==> config.mk <==
export PLATFORM = sky130hd
export DESIGN_NAME = insn_dispatch
export DESIGN_NICKNAME = d
export VERILOG_FILES = /design/src/rtl/insn_dispatch.sv
export SDC_FILE = /design/constraint.sdc
export NUM_CORES = 1
export LEC_CHECK = 0
export ABC_AREA = 1
export CAP_MARGIN = 20
export CORE_MARGIN = 3
export CORE_UTILIZATION = 41
export CTS_CLUSTER_SIZE = 8
export DETAILED_ROUTE_END_ITERATION = 10
export GPL_TIMING_DRIVEN = 0
export HOLD_SLACK_MARGIN = 0.08
export PLACE_DENSITY_LB_ADDON = 0.25
export SYNTH_ARGS = -nofsm -noshare
export SYNTH_HDL_FRONTEND = slang
export SYNTH_SLANG_ARGS = --single-unit
==> constraint.sdc <==
create_clock -name clk -period 1.45 [get_ports clk]
set_input_delay 0.435 -clock clk [delete_from_list [all_inputs] [get_ports clk]]
set_output_delay 0.435 -clock clk [all_outputs]
set_load 0.005 [all_outputs]
==> src/rtl/insn_dispatch.sv <==
// insn_dispatch: fetch/decode/dispatch sequencer that hands each instruction to an ALU, branch or load/store FSM
module insn_dispatch (
  input  logic        clk,
  input  logic        reset_n,
  input  logic        run,
  output logic        fetch_start,
  input  logic        fetch_done,
  input  logic [31:0] fetch_data,
  output logic [31:0] insn,
  output logic [31:0] code,
  output logic [2:0]  start,
  input  logic        exec_done,
  output logic        illegal,
  output logic        busy,
  output logic [31:0] retired
);
  typedef enum logic [2:0] {IDLE, FETCH, WAIT_MEM, DECODE, EXEC, TRAP} state_t;
  state_t      state_q, state_d;
  logic [31:0] insn_q, insn_d, code_q, code_d, retired_q, retired_d, dec_code;
  logic [2:0]  start_q, start_d, dec_start;
  logic        illegal_q, illegal_d, fetch_start_q, busy_q;
  always_comb begin
    dec_code  = '0;
    dec_start = 3'b000;
    case (insn_q[6:0])
      7'b0000011: begin dec_code[0]  = 1'b1; dec_start = 3'b100; end
      7'b0100011: begin dec_code[1]  = 1'b1; dec_start = 3'b100; end
      7'b1100011: begin dec_code[2]  = 1'b1; dec_start = 3'b010; end
      7'b1101111: begin dec_code[3]  = 1'b1; dec_start = 3'b010; end
      7'b1100111: begin dec_code[4]  = 1'b1; dec_start = 3'b010; end
      7'b0110011: begin dec_code[5]  = 1'b1; dec_start = 3'b001; end
      7'b0010011: begin dec_code[6]  = 1'b1; dec_start = 3'b001; end
      7'b0111011: begin dec_code[7]  = 1'b1; dec_start = 3'b001; end
      7'b0011011: begin dec_code[8]  = 1'b1; dec_start = 3'b001; end
      7'b0110111: begin dec_code[9]  = 1'b1; dec_start = 3'b001; end
      7'b0010111: begin dec_code[10] = 1'b1; dec_start = 3'b001; end
      default: ;
    endcase
  end
  always_comb begin
    state_d   = state_q;
    insn_d    = insn_q;
    code_d    = code_q;
    start_d   = start_q;
    illegal_d = illegal_q;
    retired_d = retired_q;
    case (state_q)
      IDLE:     state_d = run ? FETCH : IDLE;
      FETCH:    state_d = WAIT_MEM;
      WAIT_MEM: if (fetch_done) begin
        insn_d  = fetch_data;
        state_d = DECODE;
      end
      DECODE: begin
        code_d    = dec_code;
        start_d   = dec_start;
        illegal_d = ~|dec_start;
        state_d   = |dec_start ? EXEC : TRAP;
      end
      EXEC: if (exec_done) begin
        retired_d = retired_q + 32'd1;
        code_d    = '0;
        start_d   = 3'b000;
        state_d   = run ? FETCH : IDLE;
      end
      default: ;
    endcase
  end
  // fetch_start and busy are registered from the next state so they align with the state they describe
  always_ff @(posedge clk) begin
    if (!reset_n) begin
      state_q       <= IDLE;
      insn_q        <= '0;
      code_q        <= '0;
      start_q       <= 3'b000;
      illegal_q     <= 1'b0;
      retired_q     <= '0;
      fetch_start_q <= 1'b0;
      busy_q        <= 1'b0;
    end else begin
      state_q       <= state_d;
      insn_q        <= insn_d;
      code_q        <= code_d;
      start_q       <= start_d;
      illegal_q     <= illegal_d;
      retired_q     <= retired_d;
      fetch_start_q <= state_d == FETCH;
      busy_q        <= state_d != IDLE && state_d != TRAP;
    end
  end
  assign fetch_start = fetch_start_q;
  assign insn        = insn_q;
  assign code        = code_q;
  assign start       = start_q;
  assign illegal     = illegal_q;
  assign busy        = busy_q;
  assign retired     = retired_q;
endmodule

* Word level (Yosys, flattened, before mapping)
Cells that the tools add are included.
** Word-level totals
- Register bits :: 105
- Output and inout bits :: 102
- Input bits :: 37
- Word-level logic and storage cells :: 60
** Operators by class
- Reduce and logical (&&, ||, !) cells :: 12
- Equal/unequal tests :: 18
- Add/sub/neg operators :: 1
- Muxes and demuxes :: 21
** Operators by type and width (count)
- case mux 32 bit (2 select lines) :: 1
- adder 32 x 1 -> 32 bit (second input constant) :: 1
- two-way mux 32 bit :: 1
- equality test 7 x 6 -> 1 bit (second input constant) :: 4
- equality test 7 x 5 -> 1 bit (second input constant) :: 3
- equality test 7 bit (second input constant) :: 3
- case mux 3 bit (5 select lines) :: 1
- two-way mux 1 bit :: 13
- two-way mux 3 bit :: 3
- case mux 3 bit (3 select lines) :: 1
- equality test 7 x 2 -> 1 bit (second input constant) :: 1
- equality test 3 x 1 -> 1 bit (second input constant) :: 2
- equality test 3 x 2 -> 1 bit (second input constant) :: 2
- case mux 3 bit (2 select lines) :: 1
- AND reduction 2 bit :: 3
- OR reduction 3 bit :: 2
- OR reduction 6 bit :: 1
- equality test 3 bit (second input constant) :: 1
- logical NOT 3 bit :: 1
- inequality test 3 bit (second input constant) :: 1
- nonzero test 3 bit :: 1
- inequality test 2 bit (second input constant) :: 1
- nonzero test 2 bit :: 1
- OR reduction 2 bit :: 1
- 2 further kinds :: 2

* Depth between registers and ports, before layout
Gate-level depths: netlist (run 1).
- Depth after elaboration :: 8
- Depth in mapped cells :: 10
- Depth with buffers taken out :: 10

* Least setup slack after synthesis (run 1)
No wires, ideal clock.
- Kind :: register -> register
- Start point :: reg retired_q[1], in the netlist retired[1]
- End point :: reg retired_q[16], in the netlist retired[16]
- Stages on the path, launching flop included :: 9
- Slack :: 0.039 ns
- Arrival time :: 1.340 ns
- Required time :: 1.379 ns
- Buffers on the path :: 0
- Clock period less this slack :: 1.411 ns
- Library setup time :: 0.071 ns
- Cell sequence :: dfxtp_1 -> ha_1 -> inv_1 -> nor2_1 -> nand2_1 -> nor2_1 -> xor2_1 -> nand2_1 -> a21oi_1
** Between the ends
- Cells in the longest elaborated chain, start to end :: 1
** Ends and longest elaborated chain
- from (decl) :: line 19 : logic [31:0] insn_q, insn_d, code_q, code_d, retired_q, retired_d, dec_code;
- from (signal assigned) :: line 86 : retired_q <= retired_d;
- adder 32 x 1 -> 32 bit :: line 61 : retired_d = retired_q + 32'd1;
No other way between the ends.
A chain may end at the register's enable or synchronous reset.

* Worst setup path after layout (run 1)
- Start point :: reg retired_q[12], in the netlist retired[12]
- End point :: reg retired_q[21], in the netlist retired[21]
The elaborated chain is that of the path after synthesis.

==> impl_metrics.yaml, run 1 <==
run_status:
  outcome: "finished, violations left"
  violations: "setup timing"
grt:
  grt_pass1_wl_um: 20000
  overflow: 0
  antenna_found_initial: 0
  grt.total_usage_pct: 21.8
  grt_max_degree: 15
  grt_pass1_vias: 4351
floorplan:
  die_h_um: 106
  rows: 35
  die-area_mm2: 0.0113
  ios: 139
  start_util_pct: 43.4
  design.core.area_mm2: 0.00950
  chipWidth_um: 106
place:
  place.gp.congestion: 0.937
  portBuffers: 117
  hpwl_um: 9070
  place_inst: 882
yosys:
  ys_seq_area_share_pct: 40.8
  yosys-top-cells-count: "147 x nand2_1, 120 x nor2_1, 84 x dfxtp_1"
  ys_async_sr_fraction_pct: 0
  yosysMostFrequentCell: "nand2_1"
  ys_ff_latch: 84
  syn_area_per_cell_um2: 6.69
  netlist_top_cells_area: "dfxtp_1 41%, nand2_1 13%, nor2_1 11%"
  synth_area_mm2: 0.00412
  synth_edf_count: 0
  yosys_warnings: 0
  synth.distinct_cells: 32
  ys.flop_type: "dfxtp_1"
  yosys.area.top_type: "dfxtp_1"
  synth_cells: 616
  synth_top_area_share_pct: 40.8
pwr:
  cellLeakagePower_nw: 2.88
  ir_drop_uv: 502
  power_density_mw_per_mm2: 790
sta:
  tns_ns: -0.0562
  fin_crit_ns: 1.47
  max_freq_ghz: 0.680
  fin_ws_ns: -0.0202
  rsz0062_at_grt: "yes"
  hold_violations: 0
  setup_violations: 3
  fin_crit_sh_pct: 101
  finalMaxSlewViolations: 0
  skew_ns: 0.0153
cells_and_area:
  antenna_cells: 0
  layout.cells.non_filler: 930
  fill_cells: 870
  drive_gt1_share_pct: 27.3
  fin_nets: 834
  area_growth_pct: 53.5
critical_path:
  setup.worst_path.start_class: "flop"
  worstSetupPathType: "flop to flop"
  crit_top_cell: "nor2_1"
  cpPeakStageDelay_ns: 0.36
  crit_chain: "buf_4 > nand2_1 > nor2_1 > nand3_1 > nor2_4 > nand2_2 > o21ai_2 > nor2_1"
  crit_path_end_kind: "flop"
  slowest_stage: "dfxtp_4"
  worstPathRequired_ns: 1.71
  crit_path_max_fanout: 5
  arrival_ns: 1.73
  r2r_cells: 8
cts:
  cts.clk_slew.worst_paths_ns: 0.09
  cts_buffer_depth: 2
  clkLatencyLatePin_ns: 0.36
  cts_sinks: 84
  cts_buffers: 9
  tritoncts: "built"
  hold_buffers: 0
  htree_levels: 3
  cts-root-buf: "clkbuf_8"
route:
  ant_nets: 0
  routed_wl_um: 12500
  drcViolationCount: 0
  first_iter_violations: 188
  drt-pass1-iter-count: 4
  route.vias.total: 4518
  wl_per_cell_um: 13.5
  vias_per_cell: 4.86
min_path:
  min_delay_path_depth: 2
  hp-class: "flop to flop"
flow_run:
  cap_violations: 0
[registers in the layout (all words and copies together), names as in the netlist]
| name | flops |
|---|---|
| insn | 32 |
| retired | 32 |
| code | 11 |
| start | 3 |
| state_q | 3 |
| busy | 1 |
| fetch_start | 1 |
| illegal | 1 |
[worst max-delay path: cells and delay by family (launching register included)]
kind | cells | cell delay (ns)
buffers and inverters | 1 | 0.13
DFF | 1 | 0.36
and+or+nand+nor | 6 | 0.76
AOI/OAI and AO/OA | 1 | 0.11
[path summary, 6_finish.rpt]
check / from / end / slack (ns)
max reg2reg: retired[12] / retired[21] / -0.02
max: retired[12] / retired[21] / -0.02
min reg2reg: start[2] / start[2] / 0.47
min: start[2] / start[2] / 0.47
[area by class of cell]
cell class	count	area (µm²)	share of cell area, %
plain buffers	41	283	4.47
clock buffers	11	151	2.39
clock inverters	5	60.1	0.950
inverters	56	226	3.58
multi-input cells	455	2290	36.3
flip-flops and latches	84	1820	28.8
well taps	129	161	2.55
repair buffers	149	1330	21.0
[per-stage QoR]
step | hold WS [ns] | setup slack, ns | power [W] | cell area, µm² | utilization, %
6_report | 0.473 | -0.0202 | 0.00500 | 6320 | 66.6
5_1_grt | 0.487 | -0.0952 | 0.00524 | 6320 | 66.6
4_1_cts | 0.474 | -0.0133 | 0.00501 | 6040 | 63.5
3_5_place_dp | 0.460 | -0.703 | 0.00334 | 5530 | 58.2
3_3_place_gp | 0.450 | -0.701 | 0.00332 | 5530 | 58.2
2_1_floorplan | 0.456 | 0.0392 | 0.00293 | 4200 | -
[what timing repair did]
action                                  4_1_cts  5_1_grt
endpoints found under the setup margin      153       77
buffers inserted                             28        4
gates resized for setup                     185       96
pin swaps                                    11       21
[cell families (layout without fill, tap and decap cells)]
logic type,after synthesis,count (layout),synth area share (%)
AOI/OAI and AO/OA,92,92,11.2
DFF,84,84,40.8
xor gates and xnor gates,9,9,1.91
buffers and inverters,97,262,11.3
adders and majority gates,1,1,0.304
and+or+nand+nor,332,332,34.3
other,1,21,0.0910
[metal layers]
| layer | track usage (%) | vias to the layer above | part of all wire, % |
|---|---|---|---|
| met5 | 0 | - | 0 |
| met4 | 8.70 | 0 | 3.3 |
| met3 | 6.80 | 38 | 8.1 |
| met2 | 37.8 | 176 | 49 |
| met1 | 24.9 | 2041 | 40 |
| li1 | - | 2263 | - |
[power by group]
| group | internal [W] | switching (W) |
|---|---|---|
| clock network | 0.000893 | 0.000880 |
| registers | 0.00239 | 0.0000787 |
| logic | 0.000384 | 0.000372 |
| total | 0.00367 | 0.00133 |
[cells in the final DEF (no fill, tap or decap), types with 7 or more instances in the layout]
cell type	netlist	routed
dfxtp_1	84	29
dfxtp_4	0	28
nand4_1	7	7
clkdlybuf4s50_1	0	35
a21oi_1	40	34
nand3_1	31	30
dlygate4sd2_1	0	71
nor2_1	120	98
dfxtp_2	0	27
nand2_2	2	15
conb_1	1	21
nand2_1	147	131
o21ai_1	4	7
buf_2	5	8
clkdlybuf4s15_1	0	10
nor2_4	2	18
clkbuf_8	0	11
o21ai_0	47	43
buf_4	25	51
inv_1	51	49
nor2_2	9	15
(Power assumes the default switching activity.)
==> run 2: changes to the inputs <==
--- a/config.mk
+++ b/config.mk
@@ -6,6 +6,7 @@
 export NUM_CORES = 1
 export LEC_CHECK = 0
 export ABC_AREA = 1
+export ABC_CLOCK_PERIOD_IN_PS = 1450
 export CAP_MARGIN = 20
 export CORE_MARGIN = 3
 export CORE_UTILIZATION = 41
==> results of run 2 <==
The final DEF is identical to that of run 1; final timing and power are the same.
